==> src/rtl/alu_issue_ctrl.sv <==
// Issues register-file instructions to an external 16-bit combinational ALU and returns results.
// Latency: loads respond one edge after acceptance, ALU ops two edges after acceptance.
// Backpressure: one instruction in flight; in_ready stays low until the result is taken by out_ready.
module alu_issue_ctrl #(
    parameter  int WIDTH = 16,
    parameter  int NREG  = 4,
    localparam int RAW   = $clog2(NREG)
) (
    input  logic             clk,
    input  logic             rst_n,

    // instruction channel
    input  logic             in_valid,
    output logic             in_ready,
    input  logic [1:0]       in_op,
    input  logic             in_ld,
    input  logic [RAW-1:0]   in_rd,
    input  logic [RAW-1:0]   in_rs,
    input  logic [RAW-1:0]   in_rt,
    input  logic [WIDTH-1:0] in_imm,

    // external ALU
    output logic [WIDTH-1:0] alu_a,
    output logic [WIDTH-1:0] alu_b,
    output logic [1:0]       alu_sel,
    input  logic [WIDTH-1:0] alu_result,

    // result channel
    output logic             out_valid,
    input  logic             out_ready,
    output logic [WIDTH-1:0] out_data,
    output logic [RAW-1:0]   out_rd,
    output logic             out_carry,

    output logic [7:0]       op_count
);

    // ALU select encodings
    localparam logic [1:0] SEL_ADD = 2'b00;
    localparam logic [1:0] SEL_SUB = 2'b01;

    typedef enum logic [1:0] {
        IDLE = 2'b00,
        EXEC = 2'b01,
        RESP = 2'b10
    } state_t;

    // Result record presented on the output channel; held stable while in RESP.
    typedef struct packed {
        logic [WIDTH-1:0] data;
        logic [RAW-1:0]   rd;
        logic             carry;
    } rsp_t;

    state_t           state;
    rsp_t             rsp_q;
    logic             rsp_vld;
    logic [RAW-1:0]   exec_rd;
    logic [WIDTH-1:0] regs [NREG];
    logic [7:0]       done_cnt;

    logic [WIDTH-1:0] add_sum;
    logic             add_carry;
    logic             sub_borrow;
    logic             carry_nxt;

    // Carry/borrow are derived locally from the registered operands, not from the ALU.
    // A wrapped sum smaller than an addend means bit WIDTH of the full sum was set.
    assign add_sum    = alu_a + alu_b;
    assign add_carry  = (add_sum < alu_a);
    assign sub_borrow = (alu_a < alu_b);

    // Select which flag accompanies the result of the op currently in EXEC.
    always_comb begin
        carry_nxt = 1'b0;
        case (alu_sel)
            SEL_ADD: carry_nxt = add_carry;
            SEL_SUB: carry_nxt = sub_borrow;
            default: carry_nxt = 1'b0;
        endcase
    end

    // Ready depends on state alone, so out_ready never reaches in_ready combinationally.
    assign in_ready  = (state == IDLE);

    assign out_valid = rsp_vld;
    assign out_data  = rsp_q.data;
    assign out_rd    = rsp_q.rd;
    assign out_carry = rsp_q.carry;
    assign op_count  = done_cnt;

    // Controller FSM with its registered outputs and the register file.
    // Operands are read at acceptance, so rd may alias rs/rt; writeback lands before the next accept.
    always_ff @(posedge clk or negedge rst_n) begin
        if (!rst_n) begin
            state    <= IDLE;
            rsp_q    <= '0;
            rsp_vld  <= 1'b0;
            exec_rd  <= '0;
            alu_a    <= '0;
            alu_b    <= '0;
            alu_sel  <= SEL_ADD;
            done_cnt <= 8'd0;
            for (int i = 0; i < NREG; i++) begin
                regs[i] <= '0;
            end
        end else begin
            case (state)
                IDLE: begin
                    if (in_valid) begin
                        if (in_ld) begin
                            // Immediate load bypasses the ALU and responds on the next cycle.
                            regs[in_rd]  <= in_imm;
                            rsp_q.data   <= in_imm;
                            rsp_q.rd     <= in_rd;
                            rsp_q.carry  <= 1'b0;
                            rsp_vld      <= 1'b1;
                            state        <= RESP;
                        end else begin
                            alu_a   <= regs[in_rs];
                            alu_b   <= regs[in_rt];
                            alu_sel <= in_op;
                            exec_rd <= in_rd;
                            state   <= EXEC;
                        end
                    end
                end

                EXEC: begin
                    // Operands have been stable on the ALU for a full cycle; capture its result.
                    regs[exec_rd] <= alu_result;
                    rsp_q.data    <= alu_result;
                    rsp_q.rd      <= exec_rd;
                    rsp_q.carry   <= carry_nxt;
                    rsp_vld       <= 1'b1;
                    state         <= RESP;
                end

                RESP: begin
                    if (out_ready) begin
                        rsp_vld  <= 1'b0;
                        done_cnt <= done_cnt + 8'd1;
                        state    <= IDLE;
                    end
                end

                default: begin
                    rsp_vld <= 1'b0;
                    state   <= IDLE;
                end
            endcase
        end
    end

endmodule

==> config.mk <==
export PLATFORM = sky130hd
export DESIGN_NAME = alu_issue_ctrl
export DESIGN_NICKNAME = d
export VERILOG_FILES = /design/src/rtl/alu_issue_ctrl.sv
export SDC_FILE = /design/constraint.sdc
export NUM_CORES = 1
export LEC_CHECK = 0
export CELL_PAD_IN_SITES_DETAIL_PLACEMENT = 1
export CELL_PAD_IN_SITES_GLOBAL_PLACEMENT = 1
export CORE_ASPECT_RATIO = 0.9
export CORE_MARGIN = 2
export CORE_UTILIZATION = 30
export CTS_BUF_LIST = sky130_fd_sc_hd__clkbuf_16
export DETAILED_ROUTE_END_ITERATION = 10
export GPL_TIMING_DRIVEN = 0
export PLACE_DENSITY_LB_ADDON = 0.2
export SYNTH_ARGS = -nofsm -noshare
export SYNTH_HDL_FRONTEND = slang
export SYNTH_SLANG_ARGS = --single-unit
==> constraint.sdc <==
create_clock -name clk -period 10.2 [get_ports clk]
set_clock_uncertainty 0.2 [all_clocks]
set_input_delay 1.02 -clock clk [delete_from_list [all_inputs] [get_ports clk]]
set_output_delay 1.02 -clock clk [all_outputs]
set_load 0.005 [all_outputs]
Yosys cells after proc, flatten, opt, wreduce, memory -nomap -nowiden
Cells that the tools add are included.
Word-level totals
  bits in registers: 130
  word-level logic and storage cells: 72
  output and inout bits: 63
Operators by class
  $add $sub $neg: 2
  bitwise gates (word level): 5
  equality and inequality tests: 6
  order comparisons: 8
  reduce and logical (&&, ||, !) cells: 10
  muxes and demuxes: 27
Operators with widths (number)
  64-bit bitwise mux: 2
  64-bit 2-to-1 mux: 2
  64-bit case mux with 2 select lines: 1
  16-bit 2-to-1 mux: 6
  16-bit binary-select mux with 2-bit select: 2
  16-bit demux with 2-bit select: 2
  19-bit 2-to-1 mux: 2
  19-bit case mux with 2 select lines: 1
  16-bit less-than comparator: 2
  16-bit adder: 1
  3-bit greater-or-equal comparator (second input constant): 4
  2-bit inverter with 3-bit output: 4
  3-bit AND reduction: 3
  8-bit by 1-bit adder with 8-bit output (second input constant): 1
  3-bit by 1-bit less-than comparator with 1-bit output (second input constant): 2
  2-bit 2-to-1 mux: 3
  2-bit case mux with 3 select lines: 1
  2-bit by 1-bit equality test with 1-bit output (second input constant): 2
  2-bit zero test: 2
  2-bit != test (second input constant): 2
  2-bit AND reduction: 2
  1-bit 2-to-1 mux: 3
  1-bit case mux with 3 select lines: 1
  2-bit equality test (second input constant): 1
  5 further kinds: 6

Logic depth before layout (Yosys ltp)
Gate-level depths: netlist of run 1.
  depth after elaboration: 9
  gate-level depth with buffers: 16

Worst setup path after synthesis of run 1
No wires, ideal clock.
  kind: register to register
  from: reg alu_b[1]
  to: reg rsp_q, in the netlist out_carry
  stages on the path, launching flop included: 15
  library setup time: 0.083 ns
  path slack: 6.770 ns
  data required time: 9.917 ns
  arrival: 3.148 ns
  path through: dfrtp_1 -> inv_1 -> ha_1 -> and3b_1 -> or4_4 -> and4_4 -> o31ai_4 -> a211oi_1 -> a211o_1 -> ha_1 -> nor4_1 -> a22oi_1 -> and4_1 -> and3_1 -> o21ai_0
On the way
  longest elaborated chain between the ends: 4
  elaborated cells between the ends (all ways): 5
  those cells by class: add/sub (1); order compare (2); mux (2)
RTL lines
  start, declared: RTL line 24  | output logic [WIDTH-1:0] alu_b,
  start signal, assigned: RTL line 121  | alu_b <= regs[in_rt];
  16-bit adder: RTL line 69  | assign add_sum = alu_a + alu_b;
  16-bit less-than comparator: RTL line 70  | assign add_carry = (add_sum < alu_a);
  1-bit case mux with 2 select lines *: RTL line 76  | case (alu_sel)
  19-bit case mux with 2 select lines *: RTL line 108  | case (state)
  end, declared: RTL line 56  | rsp_t rsp_q;
Every way passes the cells marked *; elsewhere a longest branch is shown, timed or not.
A chain may end at the register's enable or synchronous reset.

Worst setup path in the final report of run 1
Ends and elaborated chain as after synthesis.

==> metrics, run 1 <==
Clk pwr share 23.4%; placed insts 1217; Switch Pwr 940 uW; min-delay src op_count[7]; multi-input logic area 4090 um^2; ant diodes 0; initial antenna violation count 0; Yosys top cell area share 42.2%; Pint 1580 uW; Routed Antenna Nets 0; EDFF count, synth 0; switch share 37.3%; Initial Util 30.6%; status finished clean; via/cell ratio 5.05; CP dominant cell by count ha_1; syn nets 861; worst setup path class reg2reg; final worst path period share 37.3%; largest net degree at the start of global routing 93; DRC 0; fmax 263 MHz; share of cells above drive strength 1 10.4%; reg2reg setup slack 6.40 ns; Clk Latency, worst-skew pair 0.42 ns; PortBufs 103; die area 27000 um^2; critical path endpoint category register; WP data arrival 3.93 ns; commonest non-fill, non-tap cell in the layout dfrtp_1; largest area contributor in the netlist dfrtp_1; CTS Hold Bufs 0; clk sink count 130; routed vias 6302; Slew @ Worst Pin 0.687 ns; Clk pin slew, worst setup/hold paths 0.06 ns; Req. time, crit path 10.33 ns; combinational power share 42.9%; Reg2Reg Capture Point out_carry; First-pass DRT Iterations 4; critical path's slowest cell or4_4; Layout area overhead 26.6%; ys flop type dfrtp_1; Die W 173 um; Top delay family on crit path simple AND/OR/NAND/NOR gates; leading cell types in the layout, fill and taps excluded dfrtp_1 (130), nand2_1 (122), clkdlybuf4s50_1 (102), o21ai_0 (87), o22a_1 (48); Min-Delay Path Class reg2reg; CP max stage delay 0.43 ns; Synth area leaders dfrtp_1 (42%), mux4_2 (9.4%), ha_1 (7.1%), nand2_1 (5.9%), o21ai_0 (5.7%); Final GP Congestion 0.778; Fillers 2869; floorplan row count 55; pwr dens 259 nW/um^2; vias in the first global route 6715; Gate Count Post-Synth 771; Yosys warnings 0; Slew HR 53.6%; Global Route Usage Sum 18.7%; post-CTS sizing 0; Fin. Hold Viols 0; # IOs 108; H-tree Lvls 4; max-cap check violation count 0; fin. max-slew vios 0; end point of the critical path out_carry; CTS Buffer Depth 2; total CTS buffers 17; setup bufs post-CTS 0; asr flop ratio synth 100%; Setup Viol. Count Final 0; Final Instance Count excl. Fillers 1249; Avg WL per Cell 19.1 um; Reg2Reg Depth 14; post-synthesis sequential area ratio 42.2%; Critical R2R Launch alu_b[1]; Sequential Power Share 33.7%; Fin Setup TNS 0 ns; dpl hpwl 18800 um; Reg area 3250 um^2; CTS tree built; grt ovf 0; Core Region 25200 um^2; Syn Area/Cell 9.99 um^2; CP Cell Sequence inv_1, ha_1, and3b_1, or4_4, and4_4, o31ai_4, a211oi_1, a211o_1, ha_1, nor4_1, a22oi_1, and4_1, and3_1, o21ai_0; hold_ws 0.279 ns; Max rail drop VDD 0.000120 V; CP Depth 14; Root Driver clkbuf_16; fin crit period 3.80 ns; unique cell type count in the Yosys netlist 53; Worst setup SP type register; CP bufs+invs 1; Layout Nets 984; Initial DRC Count 346; final wirelength 23900 um; Leakage 0.00399 uW; worst-path fanout max 4; first-pass GRT wire length 39000 um; die height 156 um; count of state elements after synthesis 130; Synth Cell Area 7710 um^2; Setup crit start alu_b[1]; RSZ-0062 raised after global routing false
[cells by family (layout without fill, tap and decap cells)]
| family | count (synthesis) | after routing | share of synthesized area [%] |
|---|---|---|---|
| AOI/OAI and AO/OA | 239 | 239 | 21.2 |
| and+or+nand+nor | 205 | 205 | 11.8 |
| adders and majority gates | 45 | 45 | 7.40 |
| muxes | 40 | 40 | 10.5 |
| buffers and inverters | 93 | 229 | 4.76 |
| DFF | 130 | 130 | 42.2 |
| xor gates and xnor gates | 19 | 19 | 2.16 |
[routing by layer]
layer,vias to the layer above,share of wire [%],track usage (%)
met5,-,0,0
met4,0,0.74,3.67
met3,12,3.7,3.39
met2,124,46,30.2
met1,3114,50,26.4
li1,3052,-,-
[cell type report]
class                           count  share of cell area (%)
Tap cell                          342                    4.39
Inverter                           41                    1.58
Clock buffer                       17                    4.36
Clock inverter                     15                    1.37
Sequential cell                   130                    33.4
Multi-Input combinational cell    548                    41.9
Buffer                             52                    2.18
Timing Repair Buffer              104                    10.9
[stage by stage]
step                area, um^2  setup slack [ns]  total power, uW  utilization (%)
floorplan                 7710              6.77             1480                -
global placement          9170              2.25             1930             36.4
detailed placement        9190              6.37             1950             36.5
CTS                       9750              6.35             2550             38.7
global route              9750              6.09             2730             38.7
finish                    9750              6.40             2520             38.7
[worst reg2reg max path, stage by stage, from the launching register on]
cell and delay (ns):
dfrtp_1 0.38, inv_1 0.09, ha_1 0.29, and3b_1 0.19
or4_4 0.43, and4_4 0.20, o31ai_4 0.29, a211oi_1 0.12
a211o_1 0.29, ha_1 0.18, nor4_1 0.37, a22oi_1 0.13
and4_1 0.24, and3_1 0.16, o21ai_0 0.16
[cell usage after synthesis (all sizes together), types with 3 or more instances]
cell    count
ha         44
o22a       48
clkbuf     37
o21a       18
or2         3
a31oi      18
inv        41
and4        4
a21o        7
o21ai      87
nand3       5
buf        15
nand2b      7
nor2b       4
o221ai     17
dfrtp     130
mux4       32
o21bai      7
xor2        4
mux2        7
xnor2      15
nand4       3
o31ai       5
nor2       38
a21oi      18
nand2     122
and3        5
[flip-flops by register name, indices dropped and copies added (netlist names), 8 cells and up]
signal / count
regs: 64
alu_a: 16
alu_b: 16
out_data: 16
op_count: 8
[power by group through the flow]
| stage | sequential [uW] | combinational, uW | clock, uW |
|---|---|---|---|
| after detailed placement | 859 | 1090 | 0 |
| final | 849 | 1080 | 590 |
| after global placement | 853 | 1070 | 0 |
| after floorplan | 813 | 667 | 0 |
| after CTS | 851 | 1100 | 603 |
| after global routing | 880 | 1230 | 625 |
[worst min-delay path by stage]
| stage | endpoint | cells past startpoint |
|---|---|---|
| finish | op_count[7] | 1 |
| global route | out_data[1] | 1 |
| CTS | op_count[7] | 1 |
| detailed placement | op_count[7] | 1 |
| global placement | op_count[7] | 1 |
| floorplan | regs[16] | 2 |
Note: power is estimated with default switching activity, not from simulation.
==> run 2: changes to the inputs <==
Clock period 10.2 ns to 3.05 ns, I/O delays scaled along.
==> metrics, run 2 (synthesis gave the netlist of run 1 again) <==
status finished, violations left; failing checks setup timing; met2 GRT Util 29.9% (-0.32 points); Avg WL per Cell 19.1 um (about the same); clk sink count 130 (unchanged); Slew @ Worst Pin 0.723 ns (+0.0359 ns); worst-path fanout max 4 (unchanged); ant diodes 0 (unchanged); Worst setup SP type register; Leakage 0.00407 uW (+1.9%); CTS tree built; placed insts 1217 (unchanged); Setup Viol. Count Final 1 (+1); initial antenna violation count 0 (unchanged); DRC 0 (unchanged); share of cells above drive strength 1 12.1% (+1.7 points); routed vias 6302 (unchanged); Reg area 3250 um^2 (about the same); pwr dens 895 nW/um^2 (+250%); First-pass DRT Iterations 5 (+1); final wirelength 23900 um (+0.26%); Routed Antenna Nets 0 (unchanged); Slew HR 51.2% (-2.4 points); Fin. Hold Viols 0 (unchanged); largest net degree at the start of global routing 94 (+1.1%); Switch Pwr 3270 uW (+250%); total CTS buffers 17 (unchanged); met3 Use GR 3.02% (-0.37 points); Critical R2R Launch alu_b[1]; setup slack after layout -0.409 ns (-6.81 ns); fin. max-slew vios 0 (unchanged); Initial Util 30.6% (unchanged); Layout Nets 987 (+0.30%); Reg2Reg Capture Point out_carry; Most Crowded Layer GR met2; die area 27000 um^2 (unchanged); vias in the first global route 6722 (+0.10%); Layout area overhead 29.2%; # IOs 108 (unchanged); worst slack, placed -0.663 ns (-7.03 ns); die height 156 um (unchanged); Global Route Usage Sum 18.4% (-0.32 points); PortBufs 103 (unchanged); dpl hpwl 18600 um (-1.1%); Pint 5650 uW (+260%); CTS Buffer Depth 2 (unchanged); H-tree Lvls 4 (unchanged); Clk Latency, worst-skew pair 0.43 ns (about the same); Min-Delay Path Class in2async; RSZ-0062 raised after global routing true; Core Region 25200 um^2 (unchanged); Reg2Reg Depth 14 (unchanged); Req. time, crit path 3.20 ns (-7.13 ns); final worst path period share 113% (+76 points); Largest register FFs 64 (unchanged); Setup crit start alu_b[1]; multi-input logic area 4180 um^2 (+2.2%); commonest non-fill, non-tap cell in the layout dfrtp_1; Clk pin slew, worst setup/hold paths 0.07 ns (about the same); Final Instance Count excl. Fillers 1252 (+0.24%); Initial DRC Count 262 (-24%); grt ovf 0 (unchanged); Fillers 2885 (+0.56%); routing usage on met1 25.9% (-0.56 points); Util after Layout 39.5% (+0.81 points); floorplan row count 55 (unchanged); max-cap check violation count 0 (unchanged); Root Driver clkbuf_16; Clk pwr share 25.5% (+2.1 points); Final GP Congestion 0.768 (-1.3%); Die W 173 um (unchanged); Largest Register regs; WP data arrival 3.61 ns (-0.32 ns); via/cell ratio 5.03 (-0.24%); first-pass GRT wire length 38400 um (-1.5%); reg2reg setup slack -0.41 ns (-6.81 ns); Max rail drop VDD 0.000402 V (+240%); leading cell types in the layout, fill and taps excluded dfrtp_1 (129), nand2_1 (122), clkdlybuf4s50_1 (102), o21ai_0 (83), o22a_1 (48); combinational power share 42.5% (-0.4 points); worst setup path class reg2reg; Sequential Power Share 32.0% (-1.7 points); critical path endpoint category register; switch share 36.7% (-0.62 points); fmax 289 MHz (+9.9%); fin crit period 3.46 ns (-0.343 ns)
## run 2: cell types whose count changed in the layout (fill, tap and decap cells not counted), moves of 2 or more
cell,before,now
o21ai_1,0,4
bufinv_16,1,4
o21ai_0,87,83
ha_4,0,2
clkinv_4,1,6
ha_1,44,41
clkinvlp_4,4,0
clkinv_2,3,0
buf_4,0,2
## run 2: layout make-up
type / instances / area share [%]
flip-flops and latches: 130 / 32.7
inverters: 41 / 1.55
clock buffers: 17 / 4.27
plain buffers: 52 / 2.14
well taps: 342 / 4.30
clock inverters: 15 / 2.22
repair buffers: 107 / 10.9
multi-input cells: 548 / 41.9
## run 2: critical path, stage by stage, from the launching register on
cell and delay (ns):
dfrtp_1 0.40, inv_2 0.08, ha_4 0.27, and3b_1 0.18
or4_4 0.45, and4_4 0.21, o31ai_4 0.27, a211oi_1 0.12
a211o_1 0.28, ha_4 0.18, nor4_4 0.17, a22oi_1 0.10
and4_1 0.17, a21o_1 0.18, o21ai_1 0.12
## run 2: metrics by stage
step | area (um^2) | power (uW) | hold slack (ns) | setup TNS [ns]
finish | 9960 | 8910 | 0.141 | -0.409
global route | 9960 | 9570 | 0.164 | -0.559
CTS | 9940 | 9000 | 0.146 | -0.426
detailed placement | 9240 | 6580 | 0.0438 | -0.663
global placement | 9210 | 6490 | 0.263 | -539.23
floorplan | 7750 | 5010 | -0.191 | -0.106
## run 2: power groups by stage
stage	Combinational, uW	Clock [uW]	Sequential [uW]
floorplan	2280	0	2720
global placement	3630	0	2860
detailed placement	3700	0	2880
CTS	3840	2310	2850
global route	4250	2370	2950
finish	3790	2270	2850
## run 2: how the worst max path moves through the flow
stage,slack [ns],end
2_1_floorplan,-0.11,out_carry
3_3_place_gp,-4.15,alu_b[10]
3_5_place_dp,-0.66,out_carry
4_1_cts,-0.43,out_carry
5_1_grt,-0.56,out_carry
6_report,-0.41,out_carry
## run 2: what timing repair did
action | CTS | global route
pin swaps | 3 | 0
setup buffers | 2 | 0
setup endpoints to repair | 1 | 1
resized for setup | 7 | 5
hold buffers | 1 | 0
endpoints found under the hold margin | 37 | 0
## run 2: metal layers
| metal | share of wire (%) | up-vias |
|---|---|---|
| met3 | 2.6 | 15 |
| met2 | 46 | 104 |
| li1 | - | 3048 |
| met4 | 0.71 | 0 |
| met5 | 0 | - |
| met1 | 51 | 3135 |
